File: config.mk
export PLATFORM = sky130hd
export DESIGN_NAME = parking_gate_controller
export DESIGN_NICKNAME = d
export VERILOG_FILES = /design/src/rtl/parking_gate_controller.sv
export SDC_FILE = /design/constraint.sdc
export NUM_CORES = 1
export LEC_CHECK = 0
export CAP_MARGIN = 20
export CORE_MARGIN = 2
export CORE_UTILIZATION = 30
export CTS_CLUSTER_DIAMETER = 40
export CTS_CLUSTER_SIZE = 14
export DETAILED_ROUTE_END_ITERATION = 10
export PLACE_DENSITY = 0.57
export SLEW_MARGIN = 20
export SYNTH_ARGS = -nofsm -noshare
export SYNTH_HDL_FRONTEND = slang
export SYNTH_SLANG_ARGS = --single-unit
File: constraint.sdc
create_clock -name clk -period 3.95 [get_ports clk]
set_input_delay 1.185 -clock clk [delete_from_list [all_inputs] [get_ports clk]]
set_output_delay 1.185 -clock clk [all_outputs]
set_load 0.005 [all_outputs]
File: src/rtl/parking_gate_controller.sv
// Parking lot gate sequencer: runs the entry and exit barriers, reserves the
// lowest free bay for each arriving car, releases the reservation when the
// car parks (or after a timeout) and reports free-space count / full flag.
module parking_gate_controller #(
  parameter int NSLOT        = 6,
  parameter int GATE_TICKS   = 50000000,
  parameter int PARK_TIMEOUT = 500000000,
  parameter int TW           = 32
) (
  input  logic             clk,
  input  logic             rst_n,
  input  logic [NSLOT-1:0] occupied,
  input  logic             entry_req,
  input  logic             exit_req,
  output logic             gate_in_open,
  output logic             gate_out_open,
  output logic [2:0]       assigned_slot,
  output logic             assigned_valid,
  output logic [NSLOT-1:0] reserved,
  output logic [3:0]       free_count,
  output logic             full,
  output logic             entry_denied,
  output logic             park_timeout
);

  typedef enum logic [2:0] {
    IDLE       = 3'd0,
    ALLOC      = 3'd1,
    ENTRY_OPEN = 3'd2,
    WAIT_PARK  = 3'd3,
    EXIT_OPEN  = 3'd4
  } state_t;

  localparam logic [TW-1:0] GATE_LOAD = TW'(GATE_TICKS);
  localparam logic [TW-1:0] PARK_LOAD = TW'(PARK_TIMEOUT);
  localparam logic [TW-1:0] TIMER_ONE = TW'(1);

  state_t           state_r;
  logic [TW-1:0]    timer_r;
  logic             gate_in_r;
  logic             gate_out_r;
  logic [2:0]       slot_r;
  logic             valid_r;
  logic [NSLOT-1:0] reserved_r;
  logic [3:0]       count_r;
  logic             full_r;
  logic             denied_r;
  logic             timeout_r;

  logic [NSLOT-1:0] free_s;
  logic [NSLOT-1:0] pick_s;
  logic [2:0]       pick_idx_s;
  logic             occ_hit_s;

  // Number of set bits in a bay mask.
  function automatic logic [3:0] count_free(input logic [NSLOT-1:0] m);
    logic [3:0] c;
    c = 4'd0;
    for (int i = 0; i < NSLOT; i++) begin
      c = c + {3'd0, m[i]};
    end
    return c;
  endfunction

  // Index of the lowest set bit in a bay mask (0 when the mask is empty).
  function automatic logic [2:0] lowest_index(input logic [NSLOT-1:0] m);
    logic [2:0] idx;
    idx = 3'd0;
    for (int i = NSLOT - 1; i >= 0; i--) begin
      idx = m[i] ? 3'(i) : idx;
    end
    return idx;
  endfunction

  // Free bays, lowest-free selection and occupancy of the reserved bay.
  always_comb begin
    free_s     = ~occupied & ~reserved_r;
    pick_s     = free_s & (~free_s + NSLOT'(1'b1));
    pick_idx_s = lowest_index(free_s);
    occ_hit_s  = 1'b0;
    for (int i = 0; i < NSLOT; i++) begin
      occ_hit_s = (slot_r == 3'(i)) ? occupied[i] : occ_hit_s;
    end
  end

  // Gate sequencing FSM with countdown timer, reservation and status registers.
  always_ff @(posedge clk or negedge rst_n) begin
    if (!rst_n) begin
      state_r    <= IDLE;
      timer_r    <= '0;
      gate_in_r  <= 1'b0;
      gate_out_r <= 1'b0;
      slot_r     <= 3'd0;
      valid_r    <= 1'b0;
      reserved_r <= '0;
      count_r    <= 4'd0;
      full_r     <= 1'b0;
      denied_r   <= 1'b0;
      timeout_r  <= 1'b0;
    end else begin
      count_r   <= count_free(free_s);
      full_r    <= (free_s == {NSLOT{1'b0}});
      denied_r  <= 1'b0;
      timeout_r <= 1'b0;
      case (state_r)
        IDLE: begin
          // Exit wins over entry: it frees space.
          if (exit_req) begin
            state_r    <= EXIT_OPEN;
            timer_r    <= GATE_LOAD;
            gate_out_r <= 1'b1;
          end else if (entry_req && !full_r) begin
            state_r <= ALLOC;
          end else if (entry_req) begin
            denied_r <= 1'b1;
          end else begin
            state_r <= IDLE;
          end
        end
        ALLOC: begin
          // The bay may have filled since IDLE saw space; then give up.
          if (free_s != {NSLOT{1'b0}}) begin
            reserved_r <= pick_s;
            slot_r     <= pick_idx_s;
            valid_r    <= 1'b1;
            gate_in_r  <= 1'b1;
            timer_r    <= GATE_LOAD;
            state_r    <= ENTRY_OPEN;
          end else begin
            state_r <= IDLE;
          end
        end
        ENTRY_OPEN: begin
          if (timer_r == TIMER_ONE) begin
            gate_in_r <= 1'b0;
            timer_r   <= PARK_LOAD;
            state_r   <= WAIT_PARK;
          end else begin
            timer_r <= timer_r - TIMER_ONE;
          end
        end
        WAIT_PARK: begin
          // Only the reserved bay filling releases the reservation.
          if (occ_hit_s) begin
            reserved_r <= '0;
            valid_r    <= 1'b0;
            timer_r    <= '0;
            state_r    <= IDLE;
          end else if (timer_r == TIMER_ONE) begin
            reserved_r <= '0;
            valid_r    <= 1'b0;
            timeout_r  <= 1'b1;
            timer_r    <= '0;
            state_r    <= IDLE;
          end else begin
            timer_r <= timer_r - TIMER_ONE;
          end
        end
        EXIT_OPEN: begin
          if (timer_r == TIMER_ONE) begin
            gate_out_r <= 1'b0;
            timer_r    <= '0;
            state_r    <= IDLE;
          end else begin
            timer_r <= timer_r - TIMER_ONE;
          end
        end
        default: begin
          state_r    <= IDLE;
          timer_r    <= '0;
          gate_in_r  <= 1'b0;
          gate_out_r <= 1'b0;
          valid_r    <= 1'b0;
          reserved_r <= '0;
        end
      endcase
    end
  end

  assign gate_in_open   = gate_in_r;
  assign gate_out_open  = gate_out_r;
  assign assigned_slot  = slot_r;
  assign assigned_valid = valid_r;
  assign reserved       = reserved_r;
  assign free_count     = count_r;
  assign full           = full_r;
  assign entry_denied   = denied_r;
  assign park_timeout   = timeout_r;

endmodule
=== Yosys cells after proc, flatten, opt, wreduce, memory -nomap -nowiden ===
Index checks and enable logic that the tools add are counted.
Widths: inputs -> output; s select.

* Eq/ne operators: 16
* Reductions and logical operators: 15
* Muxes and demuxes: 44
* Bitwise gates (word level): 8
* $add $sub $neg: 7

{| class="wikitable"
|+ Operators by type and width
! operator !! number
|-
| $mux 32 || 5
|-
| $pmux 32 s5 || 1
|-
| $mux 3 || 12
|-
| $eq 32x1->1 const B || 1
|-
| $sub 32x1->32 const B || 1
|-
| $mux 6 || 3
|-
| $not 6->6 || 3
|-
| $pmux 6 s3 || 1
|-
| $mux 1 || 17
|-
| $pmux 3 s5 || 1
|-
| $and 6x6->6 || 2
|-
| $eq 3x2->1 const B || 4
|-
| $eq 3x3->1 const B || 3
|-
| $pmux 1 s3 || 3
|-
| $reduce_and 3->1 || 3
|-
| $reduce_or 3->1 || 3
|-
| $add 4x1->4 || 2
|-
| $ne 2x2->1 const B || 4
|-
| $add 6x1->6 const B || 1
|-
| $eq 3x1->1 const B || 2
|-
| $logic_not 3->1 || 2
|-
| $logic_not 6->1 || 1
|-
| $reduce_and 2->1 || 3
|-
| $reduce_bool 6->1 || 1
|-
| 9 further kinds || 11
|}

* Input bits: 10
* Flip-flop bits (word level): 54

=== Depth between registers and ports, before layout ===
* Depth after elaboration: 9
* Gate-level depth with buffers: 9

=== Worst setup path after synthesis ===
Ideal clock, no wire load.

* Path type: input port to flip-flop
* From: in occupied[0]
* To: reg reserved_r[3] (netlist: reserved[3])
* Data arrival time: 2.984 ns
* Stages: 9
* Setup time: 0.079 ns
* Setup slack: 0.887 ns
* Cells stage by stage: nor2_1 inv_1 ha_1 o221ai_1 o21ai_1 or3_1 clkbuf_1 or4_1 mux2i_1

* Word-level cells in the longest chain between the ends: 8
* Elaborated cells on any way between the ends: 18

{| class="wikitable"
|+ RTL lines
! what !! RTL line !! RTL
|-
| from (decl) || 12 || <nowiki>input logic [NSLOT-1:0] occupied,</nowiki>
|-
| parallel branches: the longest is 8 deep, another holds $add 6x1->6 || - ||
|-
| to (signal assigned) || 123 || <nowiki>reserved_r <= pick_s;</nowiki>
|-
| to (decl) || 44 || <nowiki>logic [NSLOT-1:0] reserved_r;</nowiki>
|}

Parallel ways; which one is timed is not known. The select of a mux whose other input is x is not followed.
A chain may end at the register's enable or synchronous reset.

=== Final worst setup path ===
* From: in occupied[1]
* To: reg reserved_r[3] (netlist: reserved[3])

* Word-level cells in the longest chain between the ends: 7
* Elaborated cells on any way between the ends: 17

{| class="wikitable"
|+ RTL lines
! what !! RTL line !! RTL
|-
| $not 6->6 or $mux 1 (tied branches) || 77, 82 ||
|-
| $and 6x6->6 or $mux 1 (tied branches) || 77, 82 ||
|-
| $not 6->6 or $mux 1 (tied branches) || 78, 82 ||
|-
| $add 6x1->6 or $mux 1 (tied branches) || 78, 82 ||
|-
| $and 6x6->6 or $mux 1 (tied branches) || 78, 82 ||
|-
| $mux 6, or another cell as far along || 122 || <nowiki>if (free_s != {NSLOT{1'b0}}) begin</nowiki>
|-
| $pmux 6 s3 or $reduce_and 3->1 (tied branches) || - ||
|}

Parallel ways exist; a longest one is shown, timed or not. The select of a mux whose other input is x is not followed.

==> results_dict.tcl <==
set metrics [dict create \
    grt.total_usage 0.164 \
    power_mw 1.78 \
    period_share 0.850 \
    drtIter0Drc 247 \
    wl_per_cell_um 17.0 \
    drv_slew 0 \
    slowest_delay_ns 0.48 \
    cts_hold_buf 0 \
    nFillCells 1085 \
    synthToLayoutAreaGrowth_pct 15.6 \
    synth-xor-area-share 0.00531 \
    synth_area_leaders "dfrtp_1 40%, a31oi_1 4.7%, nand3_1 3.3%" \
    crit_type "input port to flip-flop" \
    hold_path_depth 1 \
    cts_root_buffer "clkbuf_8" \
    finalSetupTns_ns 0 \
    min_to "timer_r[30]" \
    synth-seq-cells 53 \
    critPathMaxFanout 4 \
    setup_viol 0 \
    design.die.area_mm2 0.0119 \
    route.detailed.drc 0 \
    status "completed" \
    io_buffers 27 \
    cts_tree "built" \
    async_flop_share 1.00 \
    synth_compound_area_frac 0.205 \
    worstMarginPinSlew_ns 0.988 \
    setup.worst_path.start_class "input port" \
    synth_seq_area_share 0.402 \
    num_antenna_cells 0 \
    clock_skew_ns 0.0106 \
    reg2regPathDepth 5 \
    antenna_found_initial 0 \
    place_congestion 0.897 \
    r2r_start "timer_r[18]" \
    register_area_mm2 0.00133 \
    power.leakage_nw 1.50 \
    vdd_drop_max_mv 0.180 \
    row_count 38 \
    path_clk_slew_ns 0.10 \
    cp.required_ns 4.19 \
    yosys.area.top_type "dfrtp_1" \
    clkLatencyLatePin_ns 0.32 \
    synthSimpleGateAreaFrac 0.271 \
    placed_area_mm2 0.00373 \
    hp-class "flip-flop to flip-flop" \
    period_minus_slack_ns 3.36 \
    nets 409 \
    hpwl_mm 6.48 \
    wl_mm 9.06 \
    worst_r2r_endpoint "timer_r[18]" \
    cp_top_family "simple AND/OR/NAND/NOR gates" \
    synth-edff-count 0 \
    power.density_mw_per_mm2 465 \
    post_cts_buffers 0 \
    max_slew_margin 0.336 \
    num_vias 2978 \
    cp_num_cells 9 \
    hold_violations 0 \
    start_util 0.306 \
    yosysUniqueCellTypes 61 \
    ant_nets 0 \
    cts_resized 0 \
    final.setup.worst_slack_ns 0.593 \
    die_w_um 109 \
    syn_inst 367 \
    hold_start "timer_r[30]" \
    numCtsBuffers 5 \
    grt_max_degree 34 \
    coreArea_mm2 0.0108 \
    syn_nets 385 \
    synthFlopType "dfrtp_1" \
    rsz0062_at_grt "no" \
    worst_setup_path_end_kind "flip-flop" \
    multi_input_area_mm2 0.00178 \
    cts_buffer_depth 2 \
    grt_pass1_vias 2923 \
    synthAdderAreaFrac 0.0371 \
    mostFrequentLayoutCells "53 x dfrtp_1, 28 x nand2_1, 26 x clkdlybuf4s50_1" \
    synth_top_family_by_area "simple AND/OR/NAND/NOR gates" \
    synth_top_area_frac 0.402 \
    yosysWarnings 0 \
    fmax_mhz 298 \
    stdcell_area_mm2 0.00382 \
    firstDrtPassIters 5 \
    final_common_cell "dfrtp_1" \
    cp.buffers_inverters 2 \
    synthMuxAreaShare 0.0193 \
    synth.avg_cell_area_um2 8.99 \
    htreeDepth 2 \
    synth_area_mm2 0.00330 \
    grt_pass1_wl_mm 15.4 \
    arrival_ns 3.60 \
    cp_slowest_cell "or4_1" \
    drive_gt1_frac 0.107 \
    pre_cts_ws_ns 0.272 \
    maxCapViolations 0 \
    regToRegSetupSlack_ns 1.12 \
    numClockSinks 53 \
    vias_per_cell 5.60 \
    io_pins 29 \
    fp.dieH_um 109 \
    path_cells "clkdlybuf4s50_1 > nor2_1 > inv_1 > ha_1 > o221ai_1 > o21ai_1 > or3_1 > or4_1 > mux2i_1" \
    gr-total-overflow 0 \
]
## routing by layer
layer | vias to the layer above | GRT usage | wire [um]
met5 | - | 0 | 0
met4 | 0 | 0.0375 | 71
met3 | 6 | 0.0275 | 407
met2 | 76 | 0.259 | 4210
met1 | 1465 | 0.233 | 4370
li1 | 1431 | - | -
## worst max-delay path by stage
stage,start,end,slack [ns]
3_3_place_gp,occupied[0],free_count[1],0.31
5_1_grt,occupied[1],reserved[3],0.33
6_report,occupied[1],reserved[3],0.59
3_5_place_dp,occupied[0],reserved[3],0.27
4_1_cts,occupied[0],reserved[3],0.60
2_1_floorplan,occupied[0],reserved[3],0.89
## where the power goes
part	switching, mW	internal [mW]	total (mW)	leakage [nW]
Clock	0.199	0.126	0.326	0.0445
Sequential	0.207	0.685	0.893	0.668
Combinational	0.294	0.264	0.558	0.784
## cell type report
| cell class | instances | share of cell area |
|---|---|---|
| clock buffers | 5 | 0.0180 |
| well taps | 140 | 0.0459 |
| multi-input cells | 268 | 0.466 |
| repair buffers | 39 | 0.0931 |
| flip-flops and latches | 53 | 0.348 |
| clock inverters | 3 | 0.00557 |
| inverters | 24 | 0.0236 |
## synthesized netlist by cell type (3+ instances only)
| master | n |
|---|---|
| o211ai_2 | 3 |
| nor2_1 | 21 |
| and3_1 | 3 |
| a31oi_1 | 25 |
| o31a_1 | 3 |
| nand2_1 | 28 |
| o21ai_0 | 14 |
| or4_1 | 5 |
| nand2b_1 | 5 |
| a21oi_1 | 12 |
| fa_1 | 3 |
| inv_1 | 24 |
| ha_1 | 5 |
| nor3_1 | 13 |
| nor4_4 | 3 |
| a211o_1 | 3 |
| or2_2 | 3 |
| mux2i_1 | 3 |
| nand4_1 | 12 |
| o22ai_1 | 7 |
| clkbuf_1 | 11 |
| dfrtp_1 | 53 |
| buf_2 | 8 |
| nor2b_1 | 3 |
| or3_1 | 9 |
| o211ai_1 | 14 |
| nand3_1 | 22 |
| nor4_1 | 8 |
## cell families (layout without fill, tap and decap cells)
family | count (synthesis) | in the layout
AND/OR/NAND/NOR | 153 | 153
AO/OA/AOI/OAI | 99 | 99
flip-flops | 53 | 53
buffers and inverters | 46 | 71
adder cells (fa/ha/maj) | 8 | 8
multiplexers | 5 | 5
XOR/XNOR | 2 | 2
other | 1 | 1
## metrics by stage
stage	util	std cells	hold WS, ns
after detailed placement	0.345	524	0.506
after CTS	0.354	532	0.523
after floorplan	-	367	0.466
after global routing	0.354	532	0.548
after global placement	0.345	524	0.496
final	0.354	532	0.545
## worst reg2reg max path: stages, from the launching register on
cell      delay, ns
dfrtp_1        0.43
nor4_1         0.76
nand2_1        0.22
or4_1          0.79
nand2_2        0.35
o221ai_1       0.16
## sequential cells by signal, summed over array words and instances (netlist names)
signal and count:
park_timeout 1, free_count 3, assigned_slot 3, reserved 6
gate_out_open 1, timer_r 32, assigned_valid 1, gate_in_open 1
state_r 3, full 1, entry_denied 1
(Power assumes the default switching activity.)
